### config.mk
export PLATFORM = sky130hd
export DESIGN_NAME = div_unit
export DESIGN_NICKNAME = d
export VERILOG_FILES = /design/src/rtl/div_unit_pkg.sv /design/src/rtl/div_unit_step.sv /design/src/rtl/div_unit.sv
export SDC_FILE = /design/constraint.sdc
export NUM_CORES = 1
export LEC_CHECK = 0
export ABC_AREA = 1
export BUFFER_PORTS_ARGS = -buffer_cell sky130_fd_sc_hd__buf_2
export CAP_MARGIN = 20
export CORE_MARGIN = 8
export CORE_UTILIZATION = 40
export CTS_CLUSTER_SIZE = 14
export DETAILED_ROUTE_END_ITERATION = 8
export PLACE_DENSITY = 0.6
export RECOVER_POWER = 50
export SLEW_MARGIN = 20
export SYNTH_ARGS = -nofsm -noshare
export SYNTH_HDL_FRONTEND = slang
export SYNTH_SLANG_ARGS = --single-unit
export TNS_END_PERCENT = 30
### constraint.sdc
create_clock -name clk -period 2.1 [get_ports clk]
set_input_delay 0.21 -clock clk [delete_from_list [all_inputs] [get_ports clk]]
set_output_delay 0.21 -clock clk [all_outputs]
set_load 0.005 [all_outputs]
### src/rtl/div_unit_pkg.sv
// Shared encodings and constants for the multi-cycle divider.
// State codes match the pipeline controller's view of the divider.
package div_unit_pkg;

    localparam int DIV_DATA_W = 32;

    typedef enum logic [1:0] {
        FREE   = 2'b00,
        BYZERO = 2'b01,
        ON     = 2'b10,
        END    = 2'b11
    } div_state_t;

    localparam logic DivStart          = 1'b1;
    localparam logic DivStop           = 1'b0;
    localparam logic DivResultReady    = 1'b1;
    localparam logic DivResultNotReady = 1'b0;

endpackage

### src/rtl/div_unit_step.sv
// One restoring division iteration: trial-subtract the divisor from the partial remainder.
// Combinational, no backpressure.
module div_step #(
    parameter int DATA_W = 32
) (
    input  logic [DATA_W:0]   rem_i,
    input  logic [DATA_W-1:0] divisor_i,
    output logic [DATA_W-1:0] rem_o,
    output logic              q_o
);

    logic [DATA_W:0] diff;

    // rem_i < 2*divisor, so the difference always fits in DATA_W+1 signed bits
    assign diff  = rem_i - {1'b0, divisor_i};
    assign q_o   = ~diff[DATA_W];
    assign rem_o = q_o ? diff[DATA_W-1:0] : rem_i[DATA_W-1:0];

endmodule

### src/rtl/div_unit.sv
// Multi-cycle signed/unsigned divider producing {remainder, quotient}.
// Latency: 34 edges incl. accept (2 for divide by zero); annul_i aborts, result held while start_i stays high.
module div_unit
    import div_unit_pkg::*;
#(
    parameter int DATA_W = DIV_DATA_W,
    parameter int CNT_W  = 6
) (
    input  logic                  clk,
    input  logic                  rst,
    input  logic                  signed_div_i,
    input  logic [DATA_W-1:0]     opdata1_i,
    input  logic [DATA_W-1:0]     opdata2_i,
    input  logic                  start_i,
    input  logic                  annul_i,
    output logic [2*DATA_W-1:0]   result_o,
    output logic                  ready_o
);

    localparam logic [CNT_W-1:0] CNT_LAST = CNT_W'(DATA_W);

    div_state_t              state_q, state_d;
    logic [CNT_W-1:0]        cnt_q, cnt_d;
    logic [2*DATA_W-1:0]     work_q, work_d;     // {partial remainder, dividend/quotient}
    logic [DATA_W-1:0]       divisor_q, divisor_d;
    logic                    signed_q, signed_d;
    logic                    sign1_q, sign1_d;
    logic                    sign2_q, sign2_d;
    logic [2*DATA_W-1:0]     result_d;
    logic                    ready_d;

    logic [DATA_W-1:0]       mag1, mag2;
    logic [DATA_W-1:0]       step_rem;
    logic                    step_q;
    logic [DATA_W-1:0]       quot_fix, rem_fix;

    assign mag1 = (signed_div_i && opdata1_i[DATA_W-1]) ? -opdata1_i : opdata1_i;
    assign mag2 = (signed_div_i && opdata2_i[DATA_W-1]) ? -opdata2_i : opdata2_i;

    div_step #(.DATA_W(DATA_W)) u_step (
        .rem_i     (work_q[2*DATA_W-1:DATA_W-1]),
        .divisor_i (divisor_q),
        .rem_o     (step_rem),
        .q_o       (step_q)
    );

    assign quot_fix = (signed_q && (sign1_q ^ sign2_q)) ? -work_q[DATA_W-1:0] : work_q[DATA_W-1:0];
    assign rem_fix  = (signed_q && sign1_q) ? -work_q[2*DATA_W-1:DATA_W] : work_q[2*DATA_W-1:DATA_W];

    always_comb begin
        state_d   = state_q;
        cnt_d     = cnt_q;
        work_d    = work_q;
        divisor_d = divisor_q;
        signed_d  = signed_q;
        sign1_d   = sign1_q;
        sign2_d   = sign2_q;
        result_d  = result_o;
        ready_d   = ready_o;

        if (annul_i) begin
            state_d  = FREE;
            cnt_d    = '0;
            result_d = '0;
            ready_d  = DivResultNotReady;
        end else begin
            case (state_q)
                FREE: begin
                    result_d = '0;
                    ready_d  = DivResultNotReady;
                    if (start_i == DivStart) begin
                        if (opdata2_i == '0) begin
                            state_d = BYZERO;
                        end else begin
                            state_d   = ON;
                            cnt_d     = '0;
                            work_d    = {{DATA_W{1'b0}}, mag1};
                            divisor_d = mag2;
                            signed_d  = signed_div_i;
                            sign1_d   = opdata1_i[DATA_W-1];
                            sign2_d   = opdata2_i[DATA_W-1];
                        end
                    end
                end
                BYZERO: begin
                    state_d  = END;
                    result_d = '0;
                    ready_d  = DivResultReady;
                end
                ON: begin
                    if (cnt_q != CNT_LAST) begin
                        work_d = {step_rem, work_q[DATA_W-2:0], step_q};
                        cnt_d  = cnt_q + 1'b1;
                    end else begin
                        state_d  = END;
                        result_d = {rem_fix, quot_fix};
                        ready_d  = DivResultReady;
                    end
                end
                END: begin
                    if (start_i == DivStop) begin
                        state_d  = FREE;
                        result_d = '0;
                        ready_d  = DivResultNotReady;
                    end
                end
                default: state_d = FREE;
            endcase
        end
    end

    always_ff @(posedge clk) begin
        if (rst) begin
            state_q   <= FREE;
            cnt_q     <= '0;
            work_q    <= '0;
            divisor_q <= '0;
            signed_q  <= 1'b0;
            sign1_q   <= 1'b0;
            sign2_q   <= 1'b0;
            result_o  <= '0;
            ready_o   <= DivResultNotReady;
        end else begin
            state_q   <= state_d;
            cnt_q     <= cnt_d;
            work_q    <= work_d;
            divisor_q <= divisor_d;
            signed_q  <= signed_d;
            sign1_q   <= sign1_d;
            sign2_q   <= sign2_d;
            result_o  <= result_d;
            ready_o   <= ready_d;
        end
    end

endmodule

==> summary.json <==
{
  "power": {
    "leakage_nw": 8.14,
    "design_power_total_w": 0.00936,
    "p_clk_share_pct": 34.7,
    "cellPowerDensity_nw_per_um2": 550,
    "switching_share_pct": 34.0,
    "vdd_drop_max_v": 0.000609,
    "power.internal_w": 0.00618,
    "p_sw_w": 0.00318,
    "power.sequential.fraction_pct": 37.2,
    "comb_power_share_pct": 28.1
  },
  "placement": {
    "dp.final_hpwl_mm": 38.2,
    "globalplace.congestion": 0.918,
    "standard_cell_area_after_detailed_placement_um2": 15600,
    "io_buffers": 133
  },
  "setup_path": {
    "crit_arrival_ns": 2.53,
    "startpoint_type": "flip-flop",
    "setup.worst_path.class": "flip-flop to flip-flop",
    "critical_path.endpoint_type": "flip-flop",
    "worst-r2r-setup-slack_ns": -0.13,
    "worstPathMaxFanout": 6,
    "critical_path_required_ns": 2.40
  },
  "floorplan": {
    "horiz_die_dim_um": 198,
    "io_pins": 134,
    "design.core.area_um2": 32500,
    "fp-row-count": 66,
    "fp.dieArea_um2": 39000,
    "initial_core_utilization_pct": 40.5,
    "fp.dieH_um": 198
  },
  "yosys": {
    "synth.mux.area_fraction_pct": 0,
    "count_of_flip_flops_with_a_built_in_enable_after_synthesis": 0,
    "syn-num-nets": 2326,
    "synth-simple-area-share_pct": 39.1,
    "synth-compound-area-share_pct": 14.7,
    "syn-mean-instance-area_um2": 5.96,
    "post_synth_xor_area_fraction_pct": 4.12,
    "postSynthRegisterBits": 172,
    "synthCells": 2214,
    "synthMostInstantiatedCell": "sky130_fd_sc_hd__nand2_1",
    "synth_top_family_by_area": "simple AND/OR/NAND/NOR gates",
    "synth_largest_type_area_fraction_pct": 26.1,
    "synth_ff_type": "sky130_fd_sc_hd__dfxtp_1",
    "synth_commonest_cells": "661 x sky130_fd_sc_hd__nand2_1, 304 x sky130_fd_sc_hd__inv_1, 229 x sky130_fd_sc_hd__nand3_1, 207 x sky130_fd_sc_hd__a21oi_1, 172 x sky130_fd_sc_hd__dfxtp_1",
    "synth.largest_area_cell": "sky130_fd_sc_hd__dfxtp_1",
    "synth_cell_type_count": 49,
    "total_number_of_yosys_warnings": 0,
    "synth_area_leaders": "sky130_fd_sc_hd__dfxtp_1 26%, sky130_fd_sc_hd__nand2_1 19%, sky130_fd_sc_hd__nand3_1 8.7%, sky130_fd_sc_hd__inv_1 8.7%, sky130_fd_sc_hd__a21oi_1 7.9%",
    "synth_fa_ha_area_share_pct": 4.14,
    "seq_area_frac_synth_pct": 26.1,
    "netlist_area_um2": 13200,
    "async_sr_flop_fraction_pct": 0
  },
  "clocking": {
    "tritoncts": "yes",
    "clock_path_buffers": 2,
    "numCtsBuffers": 17,
    "cts.clk_slew.worst_paths_ns": 0.08,
    "root_buffer": "sky130_fd_sc_hd__clkbuf_16",
    "clock_tree.htree_level_count": 4,
    "clock_latency_at_the_later_pin_of_the_worst_skew_pair_ns": 0.45,
    "cts_hold_buffers": 0,
    "clock_sinks": 172
  },
  "routing": {
    "first_pass_iters": 5,
    "finalWirelength_mm": 48.1,
    "vias": 15100,
    "drt.antenna.violating_nets": 0,
    "routed_via_density": 5.13,
    "drc_errors": 0,
    "routedWlPerCell_um": 16.3,
    "drtIter0Drc": 974
  },
  "sta": {
    "timing.final.ws_setup_ns": -0.130,
    "worstMarginPinSlew_ns": 0.705,
    "tns_ns": -2.60,
    "rsz0062_at_grt": "yes",
    "skew_ns": 0.0119,
    "final_max_slew_violation_count": 0,
    "max_freq_ghz": 0.448,
    "layout_min_cycle_time_ns": 2.23,
    "final-hold-violation-count": 0,
    "slew_headroom_pct": 53.0,
    "timing.final.crit_share_pct": 106,
    "final_number_of_setup_violating_endpoints": 33
  },
  "global_route": {
    "grt_first_pass_wirelength_mm": 74.9,
    "use_met1_pct": 31.2,
    "busiest_layer": "met2",
    "remaining_global_route_overflow": 0,
    "grt_pass1_vias": 14300,
    "grt.met2_usage_pct": 39.8,
    "grt_antenna_before_repair": 0,
    "grt_util_met3_pct": 3.07,
    "track_usage_pct": 24.0,
    "pin_count_of_the_biggest_net_entering_global_routing": 58
  },
  "finish": {
    "final_cell_area_um2": 17000,
    "antenna_diode_instance_count": 0,
    "design.final.nets": 2602,
    "drive_above_1_share_pct": 19.9,
    "layout-area-overhead-vs-synth_pct": 29.1
  },
  "min_path": {
    "worst_hold_path_type": "input port to flip-flop"
  },
  "outcome": {
    "status": "finished, violations left",
    "failed_checks": "setup timing"
  },
  "flow_run": {
    "drv_cap": 0
  }
}
-- logic make-up after synthesis --
group	after synthesis
AO/OA/AOI/OAI	362
XOR/XNOR	62
adder cells (fa/ha/maj)	43
buffers and inverters	391
flip-flops	172
AND/OR/NAND/NOR	1184
-- metal layers --
| layer | vias to the layer above | share of wire [%] |
|---|---|---|
| met2 | 381 | 46 |
| met1 | 6979 | 46 |
| met3 | 77 | 4.1 |
| met4 | 0 | 3.9 |
| met5 | - | 0 |
| li1 | 7677 | - |
-- sequential cells by signal, indices dropped and copies added (netlist names) --
| signal | flops |
|---|---|
| result_o | 64 |
| work_q | 64 |
| divisor_q | 32 |
| cnt_q | 6 |
| state_q | 2 |
| ready_o | 1 |
| sign1_q | 1 |
| sign2_q | 1 |
| signed_q | 1 |
-- power groups by stage --
stage	Clock (W)	Combinational (W)	Sequential, W
3_5_place_dp	0	0.00242	0.00354
5_1_grt	0.00343	0.00291	0.00349
4_1_cts	0.00330	0.00248	0.00347
6_report	0.00325	0.00263	0.00348
3_3_place_gp	0	0.00241	0.00354
2_1_floorplan	0	0.00145	0.00352
-- repair_timing --
item / 4_1_cts / 5_1_grt
cloned: 3 / 2
gates resized for setup: 30 / 113
setup endpoints to repair: 39 / 75
pin swaps: 10 / 33
setup buffers: 6 / 5
-- cell type report --
class                           count  area, um2
Clock buffer                       19        443
Clock inverter                     12        140
Fill cell                        3403      15500
Inverter                          311       1170
Multi-Input combinational cell   1655       8920
Sequential cell                   172       3460
Tap cell                          442        553
Timing Repair Buffer              333       2340
-- final timing paths --
kind,startpoint,end,cells after the start
worst min-delay path,opdata2_i[31],sign2_q,3
worst max register to register,work_q[31],work_q[58],17
worst max-delay path,work_q[31],work_q[58],17
worst min register to register,result_o[26],result_o[26],2
-- through the flow --
stage | std cells | utilization [%] | setup WS (ns) | hold slack [ns]
2_1_floorplan | 2214 | - | 0.00120 | 0.348
3_3_place_gp | 2897 | 48.1 | -0.138 | 0.449
3_5_place_dp | 2897 | 48.1 | -0.151 | 0.453
4_1_cts | 2937 | 50.7 | -0.112 | 0.0249
5_1_grt | 2944 | 52.3 | -0.217 | 0.0274
6_report | 2944 | 52.3 | -0.130 | 0.0468
-- critical path: stages, from the launching register on --
cell	delay [ns]
sky130_fd_sc_hd__dfxtp_2	0.34
sky130_fd_sc_hd__inv_2	0.05
sky130_fd_sc_hd__ha_4	0.15
sky130_fd_sc_hd__fa_2	0.34
sky130_fd_sc_hd__inv_2	0.07
sky130_fd_sc_hd__nand2_2	0.04
sky130_fd_sc_hd__nand2_2	0.07
sky130_fd_sc_hd__nand3_2	0.06
sky130_fd_sc_hd__nand2_2	0.08
sky130_fd_sc_hd__nand2_2	0.08
sky130_fd_sc_hd__nand2_4	0.10
sky130_fd_sc_hd__nand2_8	0.08
sky130_fd_sc_hd__nand2_8	0.12
sky130_fd_sc_hd__nand2_8	0.12
sky130_fd_sc_hd__nand2_8	0.16
sky130_fd_sc_hd__nand2_1	0.07
sky130_fd_sc_hd__nand3_1	0.08
sky130_fd_sc_hd__a21oi_1	0.07
-- cell usage in the layout (no fill, tap or decap), types with 6 or more instances in the layout --
master	netlist	final
sky130_fd_sc_hd__a21oi_1	207	194
sky130_fd_sc_hd__dfxtp_2	0	11
sky130_fd_sc_hd__nand2_1	661	635
sky130_fd_sc_hd__o21ai_0	106	104
sky130_fd_sc_hd__nor2_1	164	152
sky130_fd_sc_hd__buf_4	5	175
sky130_fd_sc_hd__nand4_1	33	33
sky130_fd_sc_hd__nand3b_1	17	17
sky130_fd_sc_hd__inv_1	304	297
sky130_fd_sc_hd__dfxtp_1	172	161
sky130_fd_sc_hd__a21oi_2	7	19
sky130_fd_sc_hd__buf_2	29	77
sky130_fd_sc_hd__clkbuf_1	40	55
sky130_fd_sc_hd__or2_2	10	10
sky130_fd_sc_hd__nor2_2	8	17
sky130_fd_sc_hd__xnor2_1	15	14
sky130_fd_sc_hd__ha_4	0	21
sky130_fd_sc_hd__nand2_2	10	34
sky130_fd_sc_hd__nand2_8	1	8
sky130_fd_sc_hd__clkinv_4	0	6
sky130_fd_sc_hd__nor3_1	19	16
sky130_fd_sc_hd__clkbuf_16	0	17
sky130_fd_sc_hd__inv_2	6	13
sky130_fd_sc_hd__buf_6	4	6
sky130_fd_sc_hd__xor2_1	47	47
sky130_fd_sc_hd__ha_1	42	19
sky130_fd_sc_hd__nand3_1	229	204
sky130_fd_sc_hd__nand3_2	8	32
sky130_fd_sc_hd__buf_12	0	16
Power figures use the tool's default switching activity.
